==> src/rtl/led_cube_scan_sequencer.sv <==
`default_nettype none
// ============================================================================
// Module   : led_cube_scan_sequencer
// Purpose  : Layer-multiplexed refresh engine for an 8x8x8 LED cube. Each
//            layer is blanked, its eight row latches are loaded one by one
//            over the shared data bus, and the layer is then lit. Frame data
//            comes from a double-buffered 2x64-byte store. Back/front swaps
//            happen only at frame boundaries, so a frame never tears.
// Ports    : clk_clk        - system clock
//            reset_reset_n  - asynchronous active-low reset
//            enable         - scanning enabled
//            wr_en/wr_addr/wr_data - byte write into the back bank,
//                             wr_addr = {layer, row}, wr_data bit i = column i
//            commit         - request a bank swap at the next frame end
//            commit_ack     - 1-cycle pulse when a swap takes effect
//            layers_out     - one-hot layer enable
//            latches_out    - one-hot row latch clock
//            data_out       - shared row data bus
//            cur_layer      - layer currently being loaded or lit
//            frame_done     - 1-cycle pulse after layer 7 ON completes
// Revision : 1.0 - initial release
// ============================================================================
module led_cube_scan_sequencer #(
    parameter int DEAD_CYCLES  = 50,
    parameter int SETUP_CYCLES = 2,
    parameter int LATCH_CYCLES = 4,
    parameter int ON_CYCLES    = 5000
) (
    input  logic       clk_clk,
    input  logic       reset_reset_n,
    input  logic       enable,
    input  logic       wr_en,
    input  logic [5:0] wr_addr,
    input  logic [7:0] wr_data,
    input  logic       commit,
    output logic       commit_ack,
    output logic [7:0] layers_out,
    output logic [7:0] latches_out,
    output logic [7:0] data_out,
    output logic [2:0] cur_layer,
    output logic       frame_done
);

    // Down-counter sized for the longest phase; it is loaded with length-1.
    localparam int c_MAX_AB = (DEAD_CYCLES > SETUP_CYCLES) ? DEAD_CYCLES : SETUP_CYCLES;
    localparam int c_MAX_CD = (LATCH_CYCLES > ON_CYCLES) ? LATCH_CYCLES : ON_CYCLES;
    localparam int c_MAXC   = (c_MAX_AB > c_MAX_CD) ? c_MAX_AB : c_MAX_CD;
    localparam int c_CW     = (c_MAXC > 1) ? $clog2(c_MAXC) : 1;

    localparam logic [c_CW-1:0] c_DEAD_LD  = c_CW'(DEAD_CYCLES - 1);
    localparam logic [c_CW-1:0] c_SETUP_LD = c_CW'(SETUP_CYCLES - 1);
    localparam logic [c_CW-1:0] c_LATCH_LD = c_CW'(LATCH_CYCLES - 1);
    localparam logic [c_CW-1:0] c_ON_LD    = c_CW'(ON_CYCLES - 1);
    localparam logic [c_CW-1:0] c_ONE      = c_CW'(1);

    localparam logic [2:0] c_ST_IDLE  = 3'd0;
    localparam logic [2:0] c_ST_BLANK = 3'd1;
    localparam logic [2:0] c_ST_SETUP = 3'd2;
    localparam logic [2:0] c_ST_LATCH = 3'd3;
    localparam logic [2:0] c_ST_HOLD  = 3'd4;
    localparam logic [2:0] c_ST_ON    = 3'd5;

    logic [2:0]      r_state, w_state_nxt;
    logic [c_CW-1:0] r_cnt, w_cnt_nxt;
    logic [2:0]      r_layer, w_layer_nxt;
    logic [2:0]      r_row, w_row_nxt;
    logic            w_frame_end;
    logic            w_swap;
    logic            r_front;
    logic            r_pend;
    logic [7:0]      w_rd_data;
    logic [7:0]      w_layers_d, w_latches_d, w_data_d;

    // Both banks in one array, indexed {bank, layer, row}. Not reset: the
    // frame content survives a reset.
    logic [7:0] r_bank [0:127];

    // ------------------------------------------------------------------
    // State register
    // ------------------------------------------------------------------
    always_ff @(posedge clk_clk or negedge reset_reset_n) begin
        if (!reset_reset_n) begin
            r_state <= c_ST_IDLE;
            r_cnt   <= '0;
            r_layer <= 3'd0;
            r_row   <= 3'd0;
        end else begin
            r_state <= w_state_nxt;
            r_cnt   <= w_cnt_nxt;
            r_layer <= w_layer_nxt;
            r_row   <= w_row_nxt;
        end
    end

    // ------------------------------------------------------------------
    // Next-state logic
    // ------------------------------------------------------------------
    always_comb begin
        w_state_nxt = r_state;
        w_cnt_nxt   = r_cnt;
        w_layer_nxt = r_layer;
        w_row_nxt   = r_row;
        w_frame_end = 1'b0;
        if (r_state != c_ST_IDLE && !enable) begin
            w_state_nxt = c_ST_IDLE;
            w_cnt_nxt   = '0;
            w_layer_nxt = 3'd0;
            w_row_nxt   = 3'd0;
        end else begin
            case (r_state)
                c_ST_IDLE: begin
                    if (enable) begin
                        w_state_nxt = c_ST_BLANK;
                        w_cnt_nxt   = c_DEAD_LD;
                        w_layer_nxt = 3'd0;
                        w_row_nxt   = 3'd0;
                    end
                end
                c_ST_BLANK: begin
                    if (r_cnt == '0) begin
                        w_state_nxt = c_ST_SETUP;
                        w_cnt_nxt   = c_SETUP_LD;
                    end else begin
                        w_cnt_nxt = r_cnt - c_ONE;
                    end
                end
                c_ST_SETUP: begin
                    if (r_cnt == '0) begin
                        w_state_nxt = c_ST_LATCH;
                        w_cnt_nxt   = c_LATCH_LD;
                    end else begin
                        w_cnt_nxt = r_cnt - c_ONE;
                    end
                end
                c_ST_LATCH: begin
                    if (r_cnt == '0) begin
                        w_state_nxt = c_ST_HOLD;
                        w_cnt_nxt   = '0;
                    end else begin
                        w_cnt_nxt = r_cnt - c_ONE;
                    end
                end
                c_ST_HOLD: begin
                    if (r_row != 3'd7) begin
                        w_row_nxt   = r_row + 3'd1;
                        w_state_nxt = c_ST_SETUP;
                        w_cnt_nxt   = c_SETUP_LD;
                    end else begin
                        w_state_nxt = c_ST_ON;
                        w_cnt_nxt   = c_ON_LD;
                    end
                end
                c_ST_ON: begin
                    if (r_cnt == '0) begin
                        w_state_nxt = c_ST_BLANK;
                        w_cnt_nxt   = c_DEAD_LD;
                        w_layer_nxt = r_layer + 3'd1;   // 7 wraps to 0
                        w_row_nxt   = 3'd0;
                        w_frame_end = (r_layer == 3'd7);
                    end else begin
                        w_cnt_nxt = r_cnt - c_ONE;
                    end
                end
                default: begin
                    w_state_nxt = c_ST_IDLE;
                    w_cnt_nxt   = '0;
                    w_layer_nxt = 3'd0;
                    w_row_nxt   = 3'd0;
                end
            endcase
        end
    end

    // ------------------------------------------------------------------
    // Output logic: computed from the next state so that the registered
    // outputs line up with the state they describe.
    // ------------------------------------------------------------------
    assign w_rd_data = r_bank[{r_front, w_layer_nxt, w_row_nxt}];
    assign w_swap    = w_frame_end & r_pend;

    always_comb begin
        w_layers_d  = 8'h00;
        w_latches_d = 8'h00;
        w_data_d    = data_out;
        if (w_state_nxt == c_ST_ON) begin
            w_layers_d = 8'd1 << w_layer_nxt;
        end
        if (w_state_nxt == c_ST_LATCH) begin
            w_latches_d = 8'd1 << w_row_nxt;
        end
        // The bus is reloaded only when entering SETUP; it stays put through
        // LATCH, HOLD, ON and BLANK.
        if (w_state_nxt == c_ST_IDLE) begin
            w_data_d = 8'h00;
        end else if (w_state_nxt == c_ST_SETUP && r_state != c_ST_SETUP) begin
            w_data_d = w_rd_data;
        end
    end

    always_ff @(posedge clk_clk or negedge reset_reset_n) begin
        if (!reset_reset_n) begin
            layers_out  <= 8'h00;
            latches_out <= 8'h00;
            data_out    <= 8'h00;
            cur_layer   <= 3'd0;
            frame_done  <= 1'b0;
            commit_ack  <= 1'b0;
        end else begin
            layers_out  <= w_layers_d;
            latches_out <= w_latches_d;
            data_out    <= w_data_d;
            cur_layer   <= w_layer_nxt;
            frame_done  <= w_frame_end;
            commit_ack  <= w_swap;
        end
    end

    // ------------------------------------------------------------------
    // Bank control. A commit on the swap edge becomes the next pending
    // request instead of being lost in the clear.
    // ------------------------------------------------------------------
    always_ff @(posedge clk_clk or negedge reset_reset_n) begin
        if (!reset_reset_n) begin
            r_front <= 1'b0;
            r_pend  <= 1'b0;
        end else begin
            r_front <= r_front ^ w_swap;
            r_pend  <= w_swap ? commit : (r_pend | commit);
        end
    end

    // Writes use the pre-swap back bank, which becomes front on a swap edge.
    always_ff @(posedge clk_clk) begin
        if (wr_en) begin
            r_bank[{~r_front, wr_addr}] <= wr_data;
        end
    end

endmodule
`default_nettype wire

==> config.mk <==
export PLATFORM = sky130hd
export DESIGN_NAME = led_cube_scan_sequencer
export DESIGN_NICKNAME = d
export VERILOG_FILES = /design/src/rtl/led_cube_scan_sequencer.sv
export SDC_FILE = /design/constraint.sdc
export NUM_CORES = 1
export LEC_CHECK = 0
export BUFFER_PORTS_ARGS = -buffer_cell sky130_fd_sc_hd__buf_2
export CAP_MARGIN = 20
export CELL_PAD_IN_SITES_DETAIL_PLACEMENT = 0
export CELL_PAD_IN_SITES_GLOBAL_PLACEMENT = 2
export CORE_MARGIN = 2
export CORE_UTILIZATION = 25
export DETAILED_ROUTE_END_ITERATION = 12
export PLACE_DENSITY = 0.47
export SYNTH_ARGS = -nofsm -noshare
export SYNTH_HDL_FRONTEND = slang
export SYNTH_SLANG_ARGS = --single-unit
==> constraint.sdc <==
create_clock -name clk_clk -period 9 [get_ports clk_clk]
set_input_delay 1.8 -clock clk_clk [delete_from_list [all_inputs] [get_ports clk_clk]]
set_output_delay 1.8 -clock clk_clk [all_outputs]
set_load 0.005 [all_outputs]
== After elaboration in Yosys (flattened, before gate mapping) ==
Memories as Yosys holds them, arrays and structs flattened.
Index checks and enable logic that the tools add are counted.

* Add/subtract/negate cells: 3
* Equality and inequality tests: 12
* Shift operators: 2
* Mux-type cells: 35
* Bitwise logic cells: 4
* Reductions and logical operators: 10

{| class="wikitable"
|+ Operators with widths
! kind !! count
|-
| $mux 13 || 7
|-
| $pmux 13 s6 || 1
|-
| $mux 3 || 14
|-
| $mux 8 || 4
|-
| $pmux 3 s6 || 1
|-
| $shl 1x3->8 const A || 2
|-
| $logic_not 13->1 || 1
|-
| $sub 13x1->13 const B || 1
|-
| $eq 3x2->1 const B || 4
|-
| $eq 3x3->1 const B || 4
|-
| $pmux 3 s4 || 1
|-
| $pmux 3 s3 || 1
|-
| $add 3x1->3 const B || 2
|-
| $logic_not 3->1 || 2
|-
| $mux 1 || 6
|-
| $ne 3x3->1 const B || 2
|-
| $reduce_or 4->1 || 1
|-
| $eq 3x1->1 const B || 1
|-
| $ne 3x2->1 const B || 1
|-
| $reduce_bool 3->1 || 1
|-
| $reduce_or 3->1 || 1
|-
| $logic_and 1x1->1 || 2
|-
| $reduce_bool 2->1 || 1
|-
| $and 1x1->1 || 1
|-
| other kinds (4) || 4
|}

* Register bits: 50
* Memory bits (writable): 1024
* Input port bits: 19
* Output and inout port bits: 29
* Memories: 1

{| class="wikitable"
|+ Memory list
! name !! depth !! width !! rd ports !! clocked after memory_dff !! wr ports !! RTL line !! RTL
|-
| r_bank || 128 || 8 || 1 || 0 || 1 || 76 || <nowiki>logic [7:0] r_bank [0:127];</nowiki>
|}

== Logic depth before layout (Yosys ltp) ==
* Depth in word-level cells: 8
* Mapped depth: 17
* Gate-level depth less buffers: 12

== Worst setup path before layout ==
Ideal clock, no wire load.

* Path kind: input-to-reg
* From: in enable
* To: reg data_out[0]
* Arrival: 4297 ps
* Data required time: 8921 ps
* Path slack: 4624 ps
* Stages on the path: 13
* Buffers on the path: 4
* Cells stage by stage: buf_4 > or3b_1 > buf_2 > a32oi_1 > o21ai_1 > buf_2 > buf_2 > mux2i_1 > a2111oi_2 > a211oi_1 > a2111oi_0 > a221oi_1 > a2bb2oi_1

* Longest elaborated chain between the ends: 6
* Elaborated cells between the ends (all ways): 18
* Classes of those cells: 1 x eq/ne; 11 x mux; 5 x reduce/logical; 1 x memory

{| class="wikitable"
|+ Ends and longest elaborated chain
! what !! RTL line !! RTL
|-
| start: declaration || 31 || <nowiki>input logic enable,</nowiki>
|-
| $mux 3 / $logic_not 1->1 (equally long branches) || 112, 104 ||
|-
| $pmux 3 s4 (tied with other cells) || 110 || <nowiki>case (r_state)</nowiki>
|-
| $mux 3 || 104 || <nowiki>if (r_state != c_ST_IDLE && !enable) begin</nowiki>
|-
| $mem_v2 128x8 / $eq 3x2->1 (equally long branches) || -- ||
|-
| $mux 8 / $logic_and 1x1->1 (equally long branches) || 195 || <nowiki>end else if (w_state_nxt == c_ST_SETUP && r_state != c_ST_SETUP) begin</nowiki>
|-
| $mux 8 / $reduce_bool 2->1 (equally long branches) || -- ||
|-
| end signal: assignment || 211 || <nowiki>data_out <= w_data_d;</nowiki>
|-
| end: declaration || 39 || <nowiki>output logic [7:0] data_out,</nowiki>
|}

Parallel ways exist; a longest one is shown, timed or not. The select of a mux whose other input is x is not followed.
A chain may end at the register's enable or synchronous reset.

== Worst setup path in the final report ==
* From: in enable
* To: reg data_out[2]

The elaborated chain is that of the path after synthesis.

==> key figures <==
Outcome
  – Outcome: finished, final reports clean

Place
  – Final HPWL DP: 104000 um
  – RD Place Congestion: 0.794
  – Post-Place Setup Slack: roughly 1.9 ns
  – IO buf count: 47

STA
  – Unrepaired setup endpoints after global routing: false
  – Slack of the critical path: 2.82 ns
  – Setup Viol. Count Final: 0
  – Final period util: 0.687
  – Pins over their slew limit: 0
  – Layout Skew: 0.0286 ns
  – Worst slew margin: 0.227
  – Tmin final: between 6 and 7 ns
  – Final Hold Viols: 0
  – Worst-Margin Slew: approximately 1.2 ns
  – Final TNS setup: 0 ns
  – Maximum clock rate: between 150 and 200 MHz

Clock tree
  – Gates resized, CTS repair: 0
  – Number of setup buffers added after CTS: 0
  – CTS Sinks: roughly 1100
  – Hold Buf Count CTS: 0
  – H-tree lvl count: 4
  – CTS tree: built
  – CTS Buf Count: between 100 and 150
  – Clk root buf: clkbuf_16
  – CTS max path bufs: 3
  – Reg clk slew, reported paths: ~0.06 ns
  – Clk_lat worst skew: around 0.77 ns

Pwr
  – Clock Power Share: 0.451
  – Worst ir drop on vdd: roughly 0.17 mV
  – Power density cells: 223 nW/um^2
  – Combinational Power Share: 0.048
  – Leakage: roughly 0.016 uW
  – Switching pwr: 2570 uW
  – Total Power: 11200 uW
  – Reg power frac: 0.501
  – Internal: 8590 uW
  – Sw frac: 0.230

Routing
  – TritonRoute pass-1 iters: 5
  – Drc violations: 0
  – WL final: ~170000 um
  – Starting DRT DRC Count: slightly below 3000
  – WL per Instance: about 32 um
  – Post-DR vias/cell: roughly 5.2
  – Final ANT Viol Nets: 0
  – Via count: ~28000

Layout
  – Final layout net count: between 3000 and 4000
  – Share of post-route cells with drive strength above 1: 0.128
  – Commonest cells after routing, fill and taps aside: 1024 x edfxtp_1, 393 x nand2_1, 169 x nor2_1
  – Syn-to-layout area delta: 16.4%
  – Most common cell after layout, fill and taps aside: edfxtp_1
  – # fillers: around 17000

Synth
  – Synthesized area per cell: 14.7 um^2
  – Post-synth EDFFs: 1024
  – YS warnings: 0
  – Syn Inst Count: 2925
  – Ys async rst share: 0.0466
  – Sequential share of the synthesized area: 0.745
  – Library cells used by synthesis: between 90 and 100
  – Syn_nets: about 2900
  – Synth Flop Type: edfxtp_1
  – Cell Area, Synth: between 40000 and 50000 um^2
  – Register bit total from synthesis: roughly 1100

Setup path
  – R2r worst-path depth: 11
  – Data arrival time of the worst path: between 6 and 7 ns
  – Reg2reg end: data_out[7]
  – Critical Path End Type: flop
  – Worst R2R Setup Slack: about 3 ns
  – Worst R2R Start: r_state[2]
  – Maximum fanout along the worst path: 78
  – Setup crit end: data_out[2]
  – Crit path launch: enable
  – CP required: approximately 10 ns
  – Crit path kind: in2reg
  – CP Launch Type: primary input

Floorplan
  – Total die area: about 180000 um^2
  – Placeable Area: 171000 um^2
  – Die Width: between 400 and 500 um
  – Die Y: about 420 um
  – I/O Pins: 48
  – Initial Util: 0.251
  – Rows: around 150

Global routing
  – Grt ovf: 0
  – First-pass GRT wire length: 237000 um
  – Vias in the first global route: 27300
  – Largest net degree at the start of global routing: 89
  – GRT Util Overall: 0.195
  – Initial antenna violation count: 8

Flow run
  – Max_cap viols: 0

Worst hold path
  – Tightest Hold Check Type: reg2reg
## final cells by class
type                       instances  area, um^2  share of cell area
clock inverter                    52         378             0.00756
inverter                          26         105             0.00210
antenna                            4        10.0            0.000200
multi-input combinational       1618        9980               0.200
tap                             2233        2790              0.0559
clock buffer                     171        3600              0.0719
timing repair buffer             144        1140              0.0229
sequential                      1074       32000               0.640
## worst min-delay path by stage
stage | start | endpoint | cells past startpoint
global placement | r_pend | r_pend | 2
CTS | r_pend | commit_ack | 1
global route | r_pend | commit_ack | 1
floorplan | data_out[6] | data_out[6] | 2
detailed placement | r_pend | commit_ack | 1
finish | r_pend | commit_ack | 1
## power groups by stage
stage	clock network [uW]	logic [uW]	registers, uW
final	5030	536	5590
after floorplan	0	278	5640
after global placement	0	529	5690
after CTS	5130	538	5590
after detailed placement	0	536	5690
after global routing	5310	577	5590
## synth_stat cells, types with 13 or more instances
library cell,instances,area (um^2)
a2111oi_0,16,140
a211o_1,13,114
a211oi_1,28,210
a21oi_1,65,325
a221oi_1,20,175
a31oi_1,68,425
and3_1,54,338
buf_2,110,551
buf_4,18,135
clkbuf_1,67,251
dfrtp_1,50,1250
edfxtp_1,1024,30700
inv_1,22,82.6
mux2_2,17,191
mux2i_1,59,591
nand2_1,395,1480
nand3_1,77,385
nor2_1,171,642
nor2b_1,13,81.3
nor3_1,99,495
o211ai_1,29,218
o21ai_0,43,215
o221a_2,27,304
o221ai_1,125,1090
o22ai_1,56,350
o31ai_1,19,143
## through the flow
step                      hold WS [ns]  std cells  utilization  instance area [um^2]
after global routing             0.562       5318        0.292                 50000
after CTS                        0.532       5310        0.292                 49900
final                            0.525       5322        0.292                 50000
after floorplan                  0.491       2925            -                 43000
after detailed placement         0.515       5087        0.268                 45900
after global placement           0.519       5082        0.268                 45900
## sequential cells by signal, indices dropped and copies added, names as in the netlist, 3 cells and up
signal,cells
cur_layer,3
data_out,8
latches_out,8
layers_out,8
r_bank,1024
r_cnt,13
r_row,3
r_state,3
## logic make-up after synthesis
logic type | Yosys count | synth area share
xor+xnor | 4 | 0.000815
fa+ha+maj | 4 | 0.00116
simple gates | 881 | 0.0921
flops | 1074 | 0.745
compound gates | 652 | 0.117
buf+inv | 233 | 0.0260
mux | 77 | 0.0185
## critical path, cell delays in order
cell     delay (ns)
buf_2          0.32
a21bo_2        0.30
o31ai_4        0.05
buf_4          0.45
nand3_1        0.65
nand2_8        0.74
buf_4          0.54
o22a_1         0.22
a32oi_1        0.19
a221o_1        0.44
o21ai_0        0.72
o32a_1         0.24
## per-layer routing
metal / wire (um) / GRT usage
met1: 78400 / 0.268
met2: 81400 / 0.317
met3: 8320 / 0.0308
met4: 4240 / 0.0537
met5: 9 / 0
(Power assumes the default switching activity.)
